### src/rtl/aes_pkg.sv
// Shared AES constants and FSM state type for the inverse-cipher datapath.
package aes_pkg;

  localparam int STATE_W  = 128;
  localparam int COL_W    = 32;
  localparam int NUM_COLS = 4;

  typedef enum logic [1:0] {
    IDLE = 2'd0,
    MIX  = 2'd1,
    DONE = 2'd2
  } state_t;

  // Column 0 occupies the most significant word of the state.
  function automatic int col_msb(input int col);
    return STATE_W - 1 - COL_W * col;
  endfunction

endpackage

### src/rtl/inv_mix_columns.sv
// InvMixColumns on one 32-bit column (byte 0 = [31:24]) over GF(2^8).
module inv_mix_columns (
  input  logic [31:0] col_in,
  output logic [31:0] col_out
);

  function automatic logic [7:0] xtime(input logic [7:0] b);
    return {b[6:0], 1'b0} ^ (b[7] ? 8'h1b : 8'h00);
  endfunction

  logic [7:0] b  [4];
  logic [7:0] x2 [4];
  logic [7:0] x4 [4];
  logic [7:0] x8 [4];
  logic [7:0] m09[4];
  logic [7:0] m0b[4];
  logic [7:0] m0d[4];
  logic [7:0] m0e[4];

  // Build 9/b/d/e multiples from the doubling chain instead of a generic multiplier.
  always_comb begin
    for (int i = 0; i < 4; i++) begin
      b[i]   = col_in[31 - 8 * i -: 8];
      x2[i]  = xtime(b[i]);
      x4[i]  = xtime(x2[i]);
      x8[i]  = xtime(x4[i]);
      m09[i] = x8[i] ^ b[i];
      m0b[i] = x8[i] ^ x2[i] ^ b[i];
      m0d[i] = x8[i] ^ x4[i] ^ b[i];
      m0e[i] = x8[i] ^ x4[i] ^ x2[i];
    end
  end

  assign col_out[31:24] = m0e[0] ^ m0b[1] ^ m0d[2] ^ m09[3];
  assign col_out[23:16] = m09[0] ^ m0e[1] ^ m0b[2] ^ m0d[3];
  assign col_out[15:8]  = m0d[0] ^ m09[1] ^ m0e[2] ^ m0b[3];
  assign col_out[7:0]   = m0b[0] ^ m0d[1] ^ m09[2] ^ m0e[3];

endmodule

### src/rtl/inv_addkey_mix_seq.sv
// AES decryption-round sequencer: AddRoundKey, then column-serial InvMixColumns.
// Optional macro AES_STATE_ZEROIZE_EN clears the state buffer on the output handshake.
module inv_addkey_mix_seq
  import aes_pkg::*;
#(
  parameter int COLS_PER_CYCLE = 1
) (
  input  logic         i_Clk,
  input  logic         i_Rst_n,
  input  logic         i_Valid,
  output logic         o_Ready,
  input  logic [127:0] i_Data,
  input  logic [127:0] i_Key,
  input  logic         i_Skip_Mix,
  output logic         o_Valid,
  input  logic         i_Ready,
  output logic [127:0] o_Data
);

  localparam int         GROUPS     = NUM_COLS / COLS_PER_CYCLE;
  localparam logic [1:0] LAST_GROUP = 2'(GROUPS - 1);

  state_t             state;
  logic [1:0]         mix_cnt;
  logic [STATE_W-1:0] buffer;
  logic               skip_flag;

  logic [COL_W-1:0]   cols    [NUM_COLS];
  logic [COL_W-1:0]   new_cols[NUM_COLS];
  logic [COL_W-1:0]   mix_in  [COLS_PER_CYCLE];
  logic [COL_W-1:0]   mix_out [COLS_PER_CYCLE];
  logic [1:0]         col_idx [COLS_PER_CYCLE];
  logic [STATE_W-1:0] mixed_buffer;
  logic               accept;

  // Each column slot takes the InvMixColumns result only while its group is active.
  for (genvar c = 0; c < NUM_COLS; c++) begin : g_col
    assign cols[c]     = buffer[col_msb(c) -: COL_W];
    assign new_cols[c] = (mix_cnt == 2'(c / COLS_PER_CYCLE)) ?
                         mix_out[c % COLS_PER_CYCLE] : cols[c];
  end

  for (genvar g = 0; g < COLS_PER_CYCLE; g++) begin : g_mix
    assign col_idx[g] = mix_cnt * 2'(COLS_PER_CYCLE) + 2'(g);
    assign mix_in[g]  = cols[col_idx[g]];

    inv_mix_columns u_inv_mix_columns (
      .col_in  (mix_in[g]),
      .col_out (mix_out[g])
    );
  end

  assign mixed_buffer = {new_cols[0], new_cols[1], new_cols[2], new_cols[3]};

  // DONE with downstream ready frees the slot in the same cycle, so no bubble.
  assign o_Ready = (state == IDLE) | ((state == DONE) & i_Ready);
  assign accept  = o_Ready & i_Valid;
  assign o_Data  = buffer;

  always_ff @(posedge i_Clk) begin
    if (!i_Rst_n) begin
      state     <= IDLE;
      mix_cnt   <= 2'd0;
      buffer    <= '0;
      skip_flag <= 1'b0;
      o_Valid   <= 1'b0;
    end else if (accept) begin
      buffer    <= i_Data ^ i_Key;
      skip_flag <= i_Skip_Mix;
      mix_cnt   <= 2'd0;
      state     <= i_Skip_Mix ? DONE : MIX;
      o_Valid   <= i_Skip_Mix;
    end else begin
      case (state)
        MIX: begin
          if (!skip_flag) begin
            buffer <= mixed_buffer;
          end
          mix_cnt <= mix_cnt + 2'd1;
          if (mix_cnt == LAST_GROUP) begin
            state   <= DONE;
            o_Valid <= 1'b1;
          end
        end
        DONE: begin
          if (i_Ready) begin
            state   <= IDLE;
            o_Valid <= 1'b0;
`ifdef AES_STATE_ZEROIZE_EN
            buffer    <= '0;
            skip_flag <= 1'b0;
`else
            buffer    <= buffer;
`endif
          end
        end
        default: begin
          state   <= IDLE;
          o_Valid <= 1'b0;
        end
      endcase
    end
  end

endmodule

### config.mk
export PLATFORM = sky130hd
export DESIGN_NAME = inv_addkey_mix_seq
export DESIGN_NICKNAME = d
export VERILOG_FILES = /design/src/rtl/aes_pkg.sv /design/src/rtl/inv_mix_columns.sv /design/src/rtl/inv_addkey_mix_seq.sv
export SDC_FILE = /design/constraint.sdc
export NUM_CORES = 1
export LEC_CHECK = 0
export ABC_CLOCK_PERIOD_IN_PS = 3200
export BUFFER_PORTS_ARGS = -buffer_cell sky130_fd_sc_hd__buf_2
export CELL_PAD_IN_SITES_DETAIL_PLACEMENT = 1
export CELL_PAD_IN_SITES_GLOBAL_PLACEMENT = 1
export CORE_MARGIN = 2
export CORE_UTILIZATION = 33
export DETAILED_ROUTE_END_ITERATION = 8
export GPL_ROUTABILITY_DRIVEN = 1
export PLACE_DENSITY_LB_ADDON = 0.1
export SYNTH_ARGS = -nofsm -noshare
export SYNTH_HDL_FRONTEND = slang
export SYNTH_SLANG_ARGS = --single-unit
### constraint.sdc
create_clock -name i_Clk -period 3.2 [get_ports i_Clk]
set_input_delay 0.8 -clock i_Clk [delete_from_list [all_inputs] [get_ports i_Clk]]
set_output_delay 0.8 -clock i_Clk [all_outputs]
set_load 0.005 [all_outputs]
# Yosys cells after proc, flatten, opt, wreduce, memory -nomap -nowiden
# Index checks and enable logic that the tools add are counted.
# totals
mem_bits_rw	0
word_cells	116
reg_bits	134
memories	0
romBits	0
input_bits	261
latchBits	0
out_inout_bits	130
# classes
muxes	31
n_reduce_logical	13
order_cmp	1
n_eq_ne	8
multipliers	0
addsub	1
bitwise	54
div	0
shifts	0
# ops
op	count
2-to-1 mux 128 bit	3
XOR 8 bit	48
2-to-1 mux 32 bit	6
XOR 128 bit	1
binary-select mux 32 bit (select 2 bit)	1
2-to-1 mux 5 bit	12
AND reduction 3 bit	4
nonzero test 2 bit	5
2-to-1 mux 2 bit	4
== test 2 bit (second input constant)	3
!= test 3 bit (second input constant)	2
== test 2 x 1 -> 1 bit (second input constant)	2
zero test 2 bit	2
one-hot mux 2 bit (2 select lines)	1
greater-or-equal comparator 3 bit (second input constant)	1
2-to-1 mux 1 bit	3
NOT 2 -> 3 bit	1
adder 2 x 1 -> 2 bit (second input constant)	1
bitwise AND 1 bit	2
!= test 2 x 1 -> 1 bit (second input constant)	1
one-hot mux 1 bit (2 select lines)	1
AND reduction 2 bit	1
OR reduction 2 bit	1
NOT 1 bit	1
OR 1 bit	1

# Depth between registers and ports, before layout
# depth
word_depth	19
depth_mapped	12

# Hierarchy
# From an unflattened synthesis, not the netlist that was laid out.
# hier_totals
hier_cells	1123
area_unflattened_um2	9987.1
# by_module_without_submodules
mod	area_each_um2	cells_each	seq_area_each_um2	n_inst
inv_addkey_mix_seq	7603.5	914	2662.6	1
inv_mix_columns	2383.5	209	0.0	1

# Worst setup path after synthesis
# OpenSTA, ideal clock, no wires.
# synth_path
kind	register to register
from	register mix_cnt[0]
to	register buffer[52] (netlist: o_Data[52])
period_less_slack_ps	3061
path_stages_with_launch	12
setup_slack_ps	139
arrival_ps	2945
setup_ps	115
path_buffers	4
cell_sequence	dfxtp_1 > buf_6 > buf_8 > buf_8 > buf_8 > mux4_2 > xnor2_1 > xnor3_1 > xnor3_1 > xnor2_1 > o21ai_1 > and3_1
# synth_between
elab_chain_len	17
word_cells_on_any_way	44
cone_classes	1 x eq/ne; 18 x mux; 23 x bitwise; 2 x reduce/logical
# synth_rtl
item	line_no	text
start: declaration	inv_addkey_mix_seq.sv:24	logic [1:0] mix_cnt;
start signal: assignment	inv_addkey_mix_seq.sv:79	mix_cnt <= mix_cnt + 2'd1;
NOT 2 -> 3 bit (not written as such)	inv_addkey_mix_seq.sv:45	assign mix_in[g] = cols[col_idx[g]];
binary-select mux 32 bit (select 2 bit)	inv_addkey_mix_seq.sv:45	
2-to-1 mux 32 bit (not written as such) (2 in series)	inv_addkey_mix_seq.sv:45	
XOR 8 bit	inv_mix_columns.sv:8	return {b[6:0], 1'b0} ^ (b[7] ? 8'h1b : 8'h00);
2-to-1 mux 5 bit or XOR 8 bit (tied branches)	inv_mix_columns.sv:8	
XOR 8 bit or 2-to-1 mux 5 bit (tied branches)	inv_mix_columns.sv:8	
XOR 8 bit	inv_mix_columns.sv:8	
XOR 8 bit (2 in series)	inv_mix_columns.sv:30	m0e[i] = x8[i] ^ x4[i] ^ x2[i];
XOR 8 bit (3 in series)	inv_mix_columns.sv:35	assign col_out[23:16] = m09[0] ^ m0e[1] ^ m0b[2] ^ m0d[3];
2-to-1 mux 32 bit	inv_addkey_mix_seq.sv:39	assign new_cols[c] = (mix_cnt == 2'(c / COLS_PER_CYCLE)) ?
2-to-1 mux 128 bit	inv_addkey_mix_seq.sv:76	if (!skip_flag) begin
2-to-1 mux 128 bit	inv_addkey_mix_seq.sv:74	case (state)
2-to-1 mux 128 bit	inv_addkey_mix_seq.sv:67	end else if (accept) begin
end signal: assignment	inv_addkey_mix_seq.sv:68	buffer <= i_Data ^ i_Key;
end signal: assignment	inv_addkey_mix_seq.sv:77	buffer <= mixed_buffer;
end signal: assignment	inv_addkey_mix_seq.sv:93	buffer <= buffer;
end: declaration	inv_addkey_mix_seq.sv:25	logic [STATE_W-1:0] buffer;
# Several ways; a longest one is shown, not always the timed one. The select of a mux whose other input is x is not followed.
# A chain may end at the register's enable or synchronous reset.

# Worst setup path in the final report
# layout_path
from	register mix_cnt[0]
to	register buffer[28] (netlist: o_Data[28])
# layout_between
elab_chain_len	17
word_cells_on_any_way	44
cone_classes	1 x eq/ne; 18 x mux; 23 x bitwise; 2 x reduce/logical
# layout_rtl
item	line_no	text
NOT 2 -> 3 bit (not written as such)	inv_addkey_mix_seq.sv:45	
binary-select mux 32 bit (select 2 bit)	inv_addkey_mix_seq.sv:45	
2-to-1 mux 32 bit (not written as such) (2 in series)	inv_addkey_mix_seq.sv:45	
XOR 8 bit	inv_mix_columns.sv:8	
2-to-1 mux 5 bit or XOR 8 bit (tied branches)	inv_mix_columns.sv:8	
XOR 8 bit or 2-to-1 mux 5 bit (tied branches)	inv_mix_columns.sv:8	
XOR 8 bit	inv_mix_columns.sv:8	
XOR 8 bit, on equally long branches (2 in series)	inv_mix_columns.sv:30, inv_mix_columns.sv:28	
XOR 8 bit (3 in series)	inv_mix_columns.sv:34	assign col_out[31:24] = m0e[0] ^ m0b[1] ^ m0d[2] ^ m09[3];
2-to-1 mux 32 bit	inv_addkey_mix_seq.sv:39	
2-to-1 mux 128 bit	inv_addkey_mix_seq.sv:76	
2-to-1 mux 128 bit	inv_addkey_mix_seq.sv:74	
2-to-1 mux 128 bit	inv_addkey_mix_seq.sv:67	
# Several ways; a longest one is shown, not always the timed one. The select of a mux whose other input is x is not followed.

==> results list <==
- Antenna diode count: 0
* Row count: 63
- Post-Syn Instances: 1093
- Count of port buffers added during placement: 390
- In the layout the commonest cells are sky130_fd_sc_hd__buf_2, sky130_fd_sc_hd__xnor2_1, sky130_fd_sc_hd__dfxtp_1.
- In this run the static leakage power is 0.00627 uW.
- The first global-routing pass estimated 60400 um of wire.
* Die X-Extent: 178 um
- Along the worst path, the maximum fanout reaches 8.
- Of the total synthesized cell area, the portion taken by XOR and XNOR cells is 0.341.
* Peak supply drop: 560 uV
- Residual antenna-violating net count after detailed routing: 0
* Worst Setup End Kind: flip-flop
- The cell sitting at the root of the clock tree is a sky130_fd_sc_hd__clkbuf_16.
- Clock-pin slew was measured on the worst setup and hold paths at 70 ps.
- Finished Layout Cells: 1902
- Of the post-synthesis cell area, the dominant cell type holds 0.267.
- Final standard cell area without fillers: 13500 um^2
* Final-layout setup total negative slack: 0 ps
- Mux cell area share after synthesis: 0.0722
- For the finished layout, the period the worst path requires is 3130 ps.
- The tree built by TritonCTS fans out to 133 sinks.
- In the final routed layout, each cell accounts on average for 21.8 um.
- By startpoint and endpoint, the worst setup path is classified as reg -> reg.
- Estimated wirelength of the detail-placed design: 32700 um
- The path class of the tightest hold or removal check is reg -> reg.
- The number of hold buffers added after CTS was 0.
- The max-slew violation count is 0.
- The die covers 31700 um^2.
- After filler insertion, the fill cell instance count of the layout stands at 3561.
- Data arrives at the worst endpoint at 3490 ps.
- Across the routed clock network, the largest skew measured is 14.8 ps.
- TritonCTS created 17 clock buffers.
- The floorplan step set the die height to 178 um.
* Pin count of the biggest net entering global routing: 74
* Req. time, crit path: 3560 ps
- Power density over the cells: 989 nW/um^2
- Of the cells placed in the final design, the portion with a size suffix greater than 1 is 0.383.
* Cell type contributing the most total cell area after synthesis: sky130_fd_sc_hd__dfxtp_1
* Post-synthesis instance area: 9980 um^2
* Synthesized area per cell: 9.13 um^2
- The share of the Yosys chip area taken by registers is 0.267.
* Count of H-tree levels built during CTS: 4
- Average via count per standard cell: 5.03
* Count of unique library cells instantiated by Yosys: 37
* CP Launch Type: flip-flop
* Number of global-route vias before repair: 9928
- For this run, the leading register cell type out of synthesis is sky130_fd_sc_hd__dfxtp_1.
* Synth Area in Compound Gates: 0.178
* Yosys reg bits: 133
- The flow ran to the end, and the final reports show no timing, DRC or antenna violations.
* Post-layout total power: 13400 uW
- Share of the clock period used by the worst path after layout: 0.978
- Most common cell after layout, fill and taps aside: sky130_fd_sc_hd__buf_2
* Max Buffers Root-to-Sink: 2
* CORE AREA: 29700 um^2
- 391 I/O pins were placed.
- Final Routed Wirelength: 41400 um
- Insertion delay of the later-clocked pin in the worst-skew pair: 430 ps
- Final layout net count: 1766
* Final hold violation count: 0
- At the pin with the least slew margin, the transition time is 876 ps.
- The placed instances occupy a cell area of 12700 um^2.
- Yosys printed 0 warnings.
- Via count: 9564
- Last weighted congestion value of the routability-driven placer: 0.937
- Sorting the synthesized cells by area gives the leading types as sky130_fd_sc_hd__dfxtp_1, sky130_fd_sc_hd__xnor2_1, sky130_fd_sc_hd__xor2_1.
- Synthesis produced a netlist with a net count of 1358.
- From synthesis to final layout, the design area changed by 35.3%.
- Yosys mapped a number of flops with a built-in enable equal to 0.
- The total overflow left after global routing is 0.
- For this run, design rule violations remaining after detail routing come to 0.
- Post-synthesis share of cell area spent on full adders, half adders and majority gates: 0.00501
* Combinational family with the most area after synthesis: XOR/XNOR gates
- Peak clock frequency supported by timing: 320 MHz
- Count of final setup violators: 0
- Counting flops with an async set or reset pin after synthesis yields a share of 0.
* Inst Count DP: 1862
- Number of antenna violations at the first check in global routing: 0
- Across the run, the number of max-cap violations was 0.
- CTS tree: done
- At the end of the flow the core is filled with cells to 0.455.
- Remaining max-slew budget at the tightest pin: 0.414
- Across every metal layer, demand over resource in global routing totals 0.257.
- Of the total synthesized cell area, the portion taken by AND, OR, NAND and NOR gates is 0.0944.
* Starting density of the core: 0.336
- Initial DRC count: 471
- The pre-antenna-repair detailed-routing pass consisted of 4 iterations.
## state kept, by name, indices dropped and copies added, names as in the netlist
register,count
o_Valid,1
state,1
mix_cnt,2
skip_flag,1
o_Data,128
## repair_timing
action	in CTS	in global routing
endpoints found under the setup margin	18	54
pin swaps	0	7
setup buffers	1	9
hold endpoints to repair	0	0
gates cloned	0	0
gates resized for setup	6	15
## cells in the mapped netlist, drive strengths merged (2+ instances only)
master and number:
o221ai 12, xor2 116, o21ai 98, xnor2 178
a22o 7, mux4 32, dfxtp 133, o211ai 8
nor2 78, nand2 74, a21o 51, ha 4
clkbuf 57, and2 8, xnor3 26, a221oi 8
nor2b 10, and3 40, buf 28, xor3 2
a21oi 117, inv 2
## layout make-up
cell class                 count  area (um^2)  area share
timing repair buffer         474         2670       0.198
tap                          390          488      0.0361
multi-input combinational    873         7050       0.522
clock buffer                  17          425      0.0315
clock inverter                13          196      0.0145
inverter                       2         7.51    0.000556
sequential                   133         2670       0.197
## worst max-delay path: stages (launching register included)
cell and delay [ps]:
sky130_fd_sc_hd__dfxtp_4 400, sky130_fd_sc_hd__buf_12 150, sky130_fd_sc_hd__mux4_2 550, sky130_fd_sc_hd__xnor3_2 420, sky130_fd_sc_hd__xnor3_1 410, sky130_fd_sc_hd__xnor3_1 440, sky130_fd_sc_hd__xnor2_2 380, sky130_fd_sc_hd__a221oi_1 150
sky130_fd_sc_hd__nor2b_1 170
## through the flow
| stage | setup WS [ps] | hold WS, ps |
|---|---|---|
| finish | 70.7 | 477 |
| global route | -37.4 | 501 |
| CTS | 0.711 | 479 |
| detailed placement | -85.5 | 468 |
| global placement | -68.5 | 454 |
| floorplan | 139 | 444 |
## layer usage
metal / global-route usage / vias to the layer above / part of all wire
met5: 0 / - / 0
met4: 0.0581 / 0 / 0.015
met3: 0.0467 / 35 / 0.055
met2: 0.454 / 317 / 0.51
met1: 0.325 / 4630 / 0.42
li1: - / 4582 / -
## final timing paths
| check | startpoint | endpoint | slack [ps] | cells after the start |
|---|---|---|---|---|
| max | mix_cnt[0] | o_Data[28] | 70 | 8 |
| min | skip_flag | skip_flag | 480 | 2 |
| max reg2reg | mix_cnt[0] | o_Data[28] | 70 | 8 |
| min reg2reg | skip_flag | skip_flag | 480 | 2 |
## cells by family after synthesis
group	Yosys count
and+or+nand+nor	211
AOI/OAI and AO/OA	304
muxes	32
buffers and inverters	87
DFF	133
xor gates and xnor gates	322
adders and majority gates	4
## report_power, final
part | internal (uW) | total [uW] | switching [uW]
clock | 1310 | 2160 | 848
combinational | 4200 | 9150 | 4950
sequential | 1860 | 2050 | 196
total | 7370 | 13400 | 5990
Power figures use the tool's default switching activity.
